==> src/rtl/sprite_compositor_if.sv <==
// Pixel, configuration and collision signals between the sprite generators,
// the mask register writer and the compositor.
interface sprite_compositor_if #(
  parameter int NUM_LAYERS = 4,
  parameter int PIX_W      = 5
);
  localparam int LID_W = $clog2(NUM_LAYERS + 1);

  logic                        pixValidIn;
  logic                        frameStart;
  logic [NUM_LAYERS-1:0]       layerOn;
  logic [NUM_LAYERS*PIX_W-1:0] layerPixel;
  logic                        cfgWe;
  logic [NUM_LAYERS-1:0]       cfgMask;
  logic [PIX_W-1:0]            pixelOut;
  logic                        pixValidOut;
  logic [LID_W-1:0]            layerIdOut;
  logic [NUM_LAYERS-1:0]       collisionMask;
  logic                        collisionValid;

  modport master (
    output pixValidIn, frameStart, layerOn, layerPixel, cfgWe, cfgMask,
    input  pixelOut, pixValidOut, layerIdOut, collisionMask, collisionValid
  );

  modport slave (
    input  pixValidIn, frameStart, layerOn, layerPixel, cfgWe, cfgMask,
    output pixelOut, pixValidOut, layerIdOut, collisionMask, collisionValid
  );
endinterface

==> src/rtl/sprite_compositor.sv <==
// N-layer priority pixel compositor, 2-cycle latency, frame-synchronised layer mask.
// Optional SPRITE_COMPOSITOR_COLLISION_EN builds the per-frame collision flags.
module sprite_compositor #(
  parameter int              NUM_LAYERS = 4,
  parameter int              PIX_W      = 5,
  parameter logic [PIX_W-1:0] TRANSP_IDX = PIX_W'(5'h15),
  parameter logic [PIX_W-1:0] BG_IDX     = PIX_W'(5'h11),
  parameter logic [PIX_W-1:0] RESET_IDX  = PIX_W'(5'h15)
) (
  input  logic               Clk,
  input  logic               Reset,
  sprite_compositor_if.slave bus
);
  localparam int LID_W = $clog2(NUM_LAYERS + 1);

  logic [NUM_LAYERS-1:0]       pendingMask;
  logic [NUM_LAYERS-1:0]       activeMask;
  logic [NUM_LAYERS-1:0]       maskNow;
  logic [NUM_LAYERS-1:0]       opaque;
  logic                        s1Valid;
  logic [NUM_LAYERS-1:0]       s1Opaque;
  logic [NUM_LAYERS*PIX_W-1:0] s1Pixel;
  logic [PIX_W-1:0]            winPix;
  logic [LID_W-1:0]            winId;
  logic [PIX_W-1:0]            pixelQ;
  logic [LID_W-1:0]            layerIdQ;
  logic                        pixValidQ;

  // The frame-start pixel must already see the mask it promotes.
  assign maskNow = (bus.pixValidIn && bus.frameStart) ? pendingMask : activeMask;

  always_comb begin
    opaque = '0;
    for (int i = 0; i < NUM_LAYERS; i++)
      opaque[i] = bus.layerOn[i] & maskNow[i] &
                  (bus.layerPixel[i*PIX_W +: PIX_W] != TRANSP_IDX);
  end

  always_ff @(posedge Clk) begin
    if (Reset) begin
      pendingMask <= '1;
      activeMask  <= '1;
      s1Valid     <= 1'b0;
    end else begin
      if (bus.cfgWe)
        pendingMask <= bus.cfgMask;
      if (bus.pixValidIn && bus.frameStart)
        activeMask <= pendingMask;
      s1Valid <= bus.pixValidIn;
    end
  end

  always_ff @(posedge Clk) begin
    s1Opaque <= opaque;
    s1Pixel  <= bus.layerPixel;
  end

  // Scan from lowest priority upward so the lowest opaque index wins.
  always_comb begin
    winPix = BG_IDX;
    winId  = LID_W'(NUM_LAYERS);
    for (int i = NUM_LAYERS - 1; i >= 0; i--) begin
      if (s1Opaque[i]) begin
        winPix = s1Pixel[i*PIX_W +: PIX_W];
        winId  = LID_W'(i);
      end
    end
  end

  always_ff @(posedge Clk) begin
    if (Reset) begin
      pixelQ    <= RESET_IDX;
      layerIdQ  <= LID_W'(NUM_LAYERS);
      pixValidQ <= 1'b0;
    end else begin
      pixValidQ <= s1Valid;
      if (s1Valid) begin
        pixelQ   <= winPix;
        layerIdQ <= winId;
      end
    end
  end

  assign bus.pixelOut    = pixelQ;
  assign bus.layerIdOut  = layerIdQ;
  assign bus.pixValidOut = pixValidQ;

`ifdef SPRITE_COMPOSITOR_COLLISION_EN
  logic                  s1Frame;
  logic [3:0]            numOpaque;
  logic                  multiOpaque;
  logic [NUM_LAYERS-1:0] acc;
  logic [NUM_LAYERS-1:0] collMaskQ;
  logic                  collValidQ;

  always_ff @(posedge Clk) begin
    s1Frame <= bus.frameStart;
  end

  always_comb begin
    numOpaque = 4'd0;
    for (int i = 0; i < NUM_LAYERS; i++)
      numOpaque = numOpaque + 4'(s1Opaque[i]);
  end

  assign multiOpaque = (numOpaque >= 4'd2);

  // The frame-start pixel closes the old frame and seeds the new one.
  always_ff @(posedge Clk) begin
    if (Reset) begin
      acc        <= '0;
      collMaskQ  <= '0;
      collValidQ <= 1'b0;
    end else begin
      collValidQ <= 1'b0;
      if (s1Valid) begin
        if (s1Frame) begin
          collMaskQ  <= acc;
          collValidQ <= 1'b1;
          acc        <= multiOpaque ? s1Opaque : '0;
        end else if (multiOpaque) begin
          acc <= acc | s1Opaque;
        end
      end
    end
  end

  assign bus.collisionMask  = collMaskQ;
  assign bus.collisionValid = collValidQ;
`else
  assign bus.collisionMask  = '0;
  assign bus.collisionValid = 1'b0;
`endif
endmodule

==> src/flat_wrapper.sv <==
// flat-port wrapper written by rule: the top's interface ports become plain ports
module sprite_compositor_flat 
#(
  parameter int              NUM_LAYERS = 4,
  parameter int              PIX_W      = 5,
  parameter logic [PIX_W-1:0] TRANSP_IDX = PIX_W'(5'h15),
  parameter logic [PIX_W-1:0] BG_IDX     = PIX_W'(5'h11),
  parameter logic [PIX_W-1:0] RESET_IDX  = PIX_W'(5'h15)
)
  (Clk, Reset, bus_pixValidIn, bus_frameStart, bus_layerOn, bus_layerPixel, bus_cfgWe, bus_cfgMask, bus_pixelOut, bus_pixValidOut, bus_layerIdOut, bus_collisionMask, bus_collisionValid);
  sprite_compositor_if #(.NUM_LAYERS(NUM_LAYERS), .PIX_W(PIX_W)) bus_i ();
  input  logic Clk;
  input  logic Reset;
  input wire logic [$bits(bus_i.pixValidIn)-1:0] bus_pixValidIn;
  input wire logic [$bits(bus_i.frameStart)-1:0] bus_frameStart;
  input wire logic [$bits(bus_i.layerOn)-1:0] bus_layerOn;
  input wire logic [$bits(bus_i.layerPixel)-1:0] bus_layerPixel;
  input wire logic [$bits(bus_i.cfgWe)-1:0] bus_cfgWe;
  input wire logic [$bits(bus_i.cfgMask)-1:0] bus_cfgMask;
  output wire logic [$bits(bus_i.pixelOut)-1:0] bus_pixelOut;
  output wire logic [$bits(bus_i.pixValidOut)-1:0] bus_pixValidOut;
  output wire logic [$bits(bus_i.layerIdOut)-1:0] bus_layerIdOut;
  output wire logic [$bits(bus_i.collisionMask)-1:0] bus_collisionMask;
  output wire logic [$bits(bus_i.collisionValid)-1:0] bus_collisionValid;
  assign bus_i.pixValidIn = bus_pixValidIn;
  assign bus_i.frameStart = bus_frameStart;
  assign bus_i.layerOn = bus_layerOn;
  assign bus_i.layerPixel = bus_layerPixel;
  assign bus_i.cfgWe = bus_cfgWe;
  assign bus_i.cfgMask = bus_cfgMask;
  assign bus_pixelOut = bus_i.pixelOut;
  assign bus_pixValidOut = bus_i.pixValidOut;
  assign bus_layerIdOut = bus_i.layerIdOut;
  assign bus_collisionMask = bus_i.collisionMask;
  assign bus_collisionValid = bus_i.collisionValid;
  sprite_compositor #(.NUM_LAYERS(NUM_LAYERS), .PIX_W(PIX_W), .TRANSP_IDX(TRANSP_IDX), .BG_IDX(BG_IDX), .RESET_IDX(RESET_IDX)) u_core (.Clk(Clk), .Reset(Reset), .bus(bus_i));
endmodule
==> config.mk <==
export PLATFORM = sky130hd
export DESIGN_NAME = sprite_compositor_flat
export DESIGN_NICKNAME = d
export VERILOG_FILES = /design/src/rtl/sprite_compositor_if.sv /design/src/rtl/sprite_compositor.sv /design/src/flat_wrapper.sv
export SDC_FILE = /design/constraint.sdc
export NUM_CORES = 1
export LEC_CHECK = 0
export CAP_MARGIN = 20
export CORE_MARGIN = 10
export CORE_UTILIZATION = 49
export CTS_CLUSTER_DIAMETER = 150
export DETAILED_ROUTE_END_ITERATION = 10
export PLACE_DENSITY_LB_ADDON = 0.2
export SYNTH_ARGS = -nofsm -noshare
export SYNTH_HDL_FRONTEND = slang
export SYNTH_SLANG_ARGS = --single-unit
export TNS_END_PERCENT = 100
==> constraint.sdc <==
create_clock -name Clk -period 2.8 [get_ports Clk]
set_input_delay 0.28 -clock Clk [delete_from_list [all_inputs] [get_ports Clk]]
set_output_delay 0.28 -clock Clk [all_outputs]
set_load 0.02 [all_outputs]
---- Word level (Yosys, flattened, before mapping) ----
Index checks and enable logic that the tools add are counted.
storage, ports and cells
  output and inout port bits .............. 14
  register bits after elaboration ......... 42
  latch bits .............................. 0
  bits in writable memories ............... 0
  memories ................................ 0
  bits of input ports ..................... 33
  memory bits (read-only) ................. 0
  logic and storage cells ................. 30
operators by class
  divide/modulo/power cells ............... 0
  $add $sub $neg .......................... 0
  $mul .................................... 0
  equality and inequality tests ........... 4
  reduce and logical (&&, ||, !) cells .... 1
  bitwise logic cells ..................... 8
  mux-type cells .......................... 9
  shift operators ......................... 0
  magnitude comparators ................... 0
operators with widths
  cell                number
  $mux 5              4
  $ne 5x5->1 const B  4
  $mux 3              4
  $and 1x1->1         8
  $mux 4              1
  $logic_and 1x1->1   1

---- Depth between registers and ports, before layout ----
  depth in word-level cells ............... 4
  depth in mapped cells ................... 5
  depth with buffers taken out ............ 3

---- Worst setup path after synthesis ----
Ideal clock, no wire load.
  kind .................................... register -> register
  from .................................... reg u_core.s1Opaque[2]
  to ...................................... reg u_core.pixelQ[0] (netlist: u_core.bus.pixelOut[0])
  arrival time ............................ 0.944 ns
  data required time ...................... 2.673 ns
  setup slack ............................. 1.729 ns
  path buffers ............................ 1
  cell stages (with the launch flop) ...... 5
  setup time .............................. 0.127 ns
  period minus slack after synthesis ...... 1.071 ns
  cells stage by stage .................... dfxtp_1 buf_6 nor3b_2 a2111oi_2 or3_1
on the way
  cells in the longest elaborated chain, start to end .. 3
ends and longest elaborated chain
  element                 line                     RTL
  start, declared         sprite_compositor.sv:21  logic [NUM_LAYERS-1:0] s1Opaque;
  start signal, assigned  sprite_compositor.sv:54  s1Opaque <= opaque;
  $mux 5 (3 in series)    sprite_compositor.sv:63  if (s1Opaque[i]) begin
  end signal, assigned    sprite_compositor.sv:78  pixelQ <= winPix;
  end, declared           sprite_compositor.sv:25  logic [PIX_W-1:0] pixelQ;
No other way between the ends.
A chain may end at the register's enable or synchronous reset.

==> results_dict.tcl <==
set metrics [dict create \
    status "complete, no violations" \
    die_area_um2 5720 \
    syn_to_final_growth_pct 28.0 \
    reg2reg_from "u_core.s1Valid" \
    p_int_mw 0.818 \
    path_clk_slew_ps 110 \
    cp_top_family "flip-flops" \
    min_path_type "input pin to flip-flop" \
    nets 207 \
    p_comb_share_pct 13.9 \
    p_seq_share_pct 61.2 \
    vdd_ir_drop_max_mv 0.320 \
    cp_max_fo 18 \
    via_per_inst 5.19 \
    rsz0062_at_grt "no" \
    grt_usage_pct 11.6 \
    synth_cell_types 31 \
    worst_pin_slew_ps 712 \
    switching_share_pct 24.1 \
    slew_viol_final 0 \
    cp-startpoint "u_core.s1Valid" \
    critical_path_arrival_ps 1920 \
    clock.fmax_mhz 610 \
    total_power_mw 1.08 \
    numCtsBuffers 5 \
    routabilityCongestion 0.838 \
    fin_skew_ps 11.7 \
    postCtsSetupRepairBufs 0 \
    row_count 20 \
    totalWireLength_mm 3.22 \
    root_buffer "clkbuf_4" \
    grt_pass1_wl_mm 4.82 \
    hpwl_mm 2.54 \
    synth-seq-cells 42 \
    dp.cells 200 \
    hold_viol_final 0 \
    pwr-share-clk_pct 24.9 \
    grt_overflow 0 \
    period_needed_ps 1640 \
    clk_path_buf_depth 2 \
    core_area_um2 3000 \
    place_ws_ps 1090 \
    remaining_drc_errors 0 \
    wl_per_cell_um 15.6 \
    crit_slowest_cell "dfxtp_1" \
    period_share_pct 58.5 \
    maxCapViolations 0 \
    power.leakage_nw 0.761 \
    setup.worst_path.class "flip-flop to flip-flop" \
    tns_ps 0 \
    ctsHoldBuffers 0 \
    dr.pass1.iters 4 \
    path_buf_inv 0 \
    io_buffers 41 \
    cts_resized 0 \
    max_stage_delay_ps 730 \
    dieWidth_um 75.6 \
    htree_levels 2 \
    grt_max_degree 21 \
    cp-end-kind "flip-flop" \
    p_sw_mw 0.260 \
    drt-initial-drc-count 71 \
    worst_ep_required_time_ps 3090 \
    start_kind "flip-flop" \
    power.density_nw_per_um2 556 \
    yosys_warnings 0 \
    insertion_delay_ps 340 \
    syn_area_um2 1520 \
    ant_nets 0 \
    start_util_pct 50.5 \
    ys_seq_area_share_pct 55.5 \
    clock_sinks 42 \
    finish.utilization_pct 64.6 \
    ioPinCount 47 \
    maxSlewHeadroom_pct 52.4 \
    holdCritStartpoint "bus_layerPixel[13]" \
    cts_tree "built" \
    first_global_vias 1093 \
    num-fill-cells 236 \
    postSynthAreaPerCell_um2 11.3 \
    instances_no_fill 207 \
    antenna_found_initial 0 \
    die_h_um 75.6 \
    n_antenna_cell 0 \
    fin_ws_ps 1160 \
    via_count 1074 \
    drive_gt1_share_pct 8.05 \
    synth_cells 134 \
    finalSetupViolations 0 \
    cp_cell_sequence "nand2b_2 > a2111oi_0 > or3_1" \
]
[registers in the layout, summed over array words and instances (netlist names)]
name / count
u_core.bus.layerIdOut: 3
u_core.s1Pixel: 20
u_core.bus.pixelOut: 5
u_core.pendingMask: 4
u_core.s1Valid: 1
u_core.s1Opaque: 4
u_core.activeMask: 4
u_core.bus.pixValidOut: 1
[worst reg2reg max path, cell delays in order, from the launching register on]
cell,delay (ps)
dfxtp_1,730
nand2b_2,130
a2111oi_0,560
or3_1,180
[final timing paths]
| kind | end | slack (ps) | depth (start not counted) |
|---|---|---|---|
| setup / recovery | u_core.bus.pixelOut[4] | 1160 | 3 |
| hold reg to reg | u_core.bus.layerIdOut[0] | 490 | 2 |
| setup reg to reg | u_core.bus.pixelOut[4] | 1160 | 3 |
| hold / removal | u_core.s1Pixel[13] | 390 | 1 |
[layer usage]
metal  GRT usage (%)  up-vias  routed length [um]
met5               0        -                   0
met4            8.25        0                 104
met3            4.56       11                 232
met2            19.3       40                1610
met1            11.6      485                1270
li1                -      538                   -
[power by group through the flow]
| stage | clock network [mW] | logic (mW) | registers, mW |
|---|---|---|---|
| 3_5_place_dp | 0 | 0.151 | 0.674 |
| 2_1_floorplan | 0 | 0.0866 | 0.668 |
| 6_report | 0.268 | 0.150 | 0.660 |
| 5_1_grt | 0.298 | 0.162 | 0.665 |
| 3_3_place_gp | 0 | 0.147 | 0.673 |
| 4_1_cts | 0.277 | 0.152 | 0.660 |
[kinds of logic after synthesis]
group	synth area share, %
AO/OA/AOI/OAI	12.6
buffers and inverters	6.28
flip-flops	55.5
multiplexers	2.64
other	0.247
AND/OR/NAND/NOR	22.7
[synth_stat cells]
cell / n / area [um^2]
nand2b_1: 6 / 37.5
nand2_1: 5 / 18.8
buf_4: 7 / 52.6
a21oi_1: 2 / 10.0
dfxtp_1: 42 / 841
o31ai_1: 1 / 7.51
a31oi_1: 2 / 12.5
mux2i_1: 4 / 40.0
buf_6: 2 / 22.5
nand2b_2: 1 / 8.76
clkbuf_1: 2 / 7.51
a311oi_1: 1 / 8.76
nor2_1: 10 / 37.5
nor2b_4: 2 / 27.5
o21bai_1: 1 / 7.51
nand2b_4: 1 / 13.8
nor3b_2: 2 / 25.0
o41ai_2: 2 / 32.5
a211o_1: 6 / 52.6
a311o_1: 1 / 10.0
a221oi_1: 3 / 26.3
nand4b_1: 4 / 35.0
conb_1: 1 / 3.75
buf_2: 1 / 5.00
or3_1: 2 / 12.5
a2111oi_0: 1 / 8.76
inv_1: 2 / 7.51
a2111oi_2: 1 / 15.0
nand3b_1: 3 / 22.5
nor2b_1: 12 / 75.1
nor3b_1: 4 / 30.0
[metrics by stage]
stage                     hold slack, ps  area [um^2]
after floorplan                      308         1530
after global placement               459         1890
after detailed placement             472         1890
after CTS                            376         1940
after global routing                 378         1940
final                                389         1940
[layout by cell type (no fill, tap or decap)]
cell,instances
nand3b_1,3
clkbuf_1,2
a221oi_1,3
a2111oi_0,1
nand2b_1,6
nand2b_2,1
inv_1,2
a311oi_1,1
nand4b_1,4
or3_1,2
o21bai_1,1
a21oi_1,2
a211o_1,6
nor2b_1,12
nor3b_1,4
conb_1,5
a311o_1,1
nor2_1,10
mux2i_1,4
clkdlybuf4s50_1,41
o41ai_2,2
clkbuf_4,5
a31oi_1,2
nor2b_4,2
nand2b_4,1
nor3b_2,2
dfxtp_1,42
a2111oi_2,1
o31ai_1,1
nand2_1,5
[area by class of cell]
type                            count  area (um^2)  area share, %
Clock buffer                        7         45.0           2.32
Sequential cell                    42          841           43.4
Inverter                            2         7.51          0.387
Timing Repair Buffer               41          410           21.2
Multi-Input combinational cell     82          594           30.6
Tap cell                           33         41.3           2.13
Note: power is estimated with default switching activity, not from simulation.
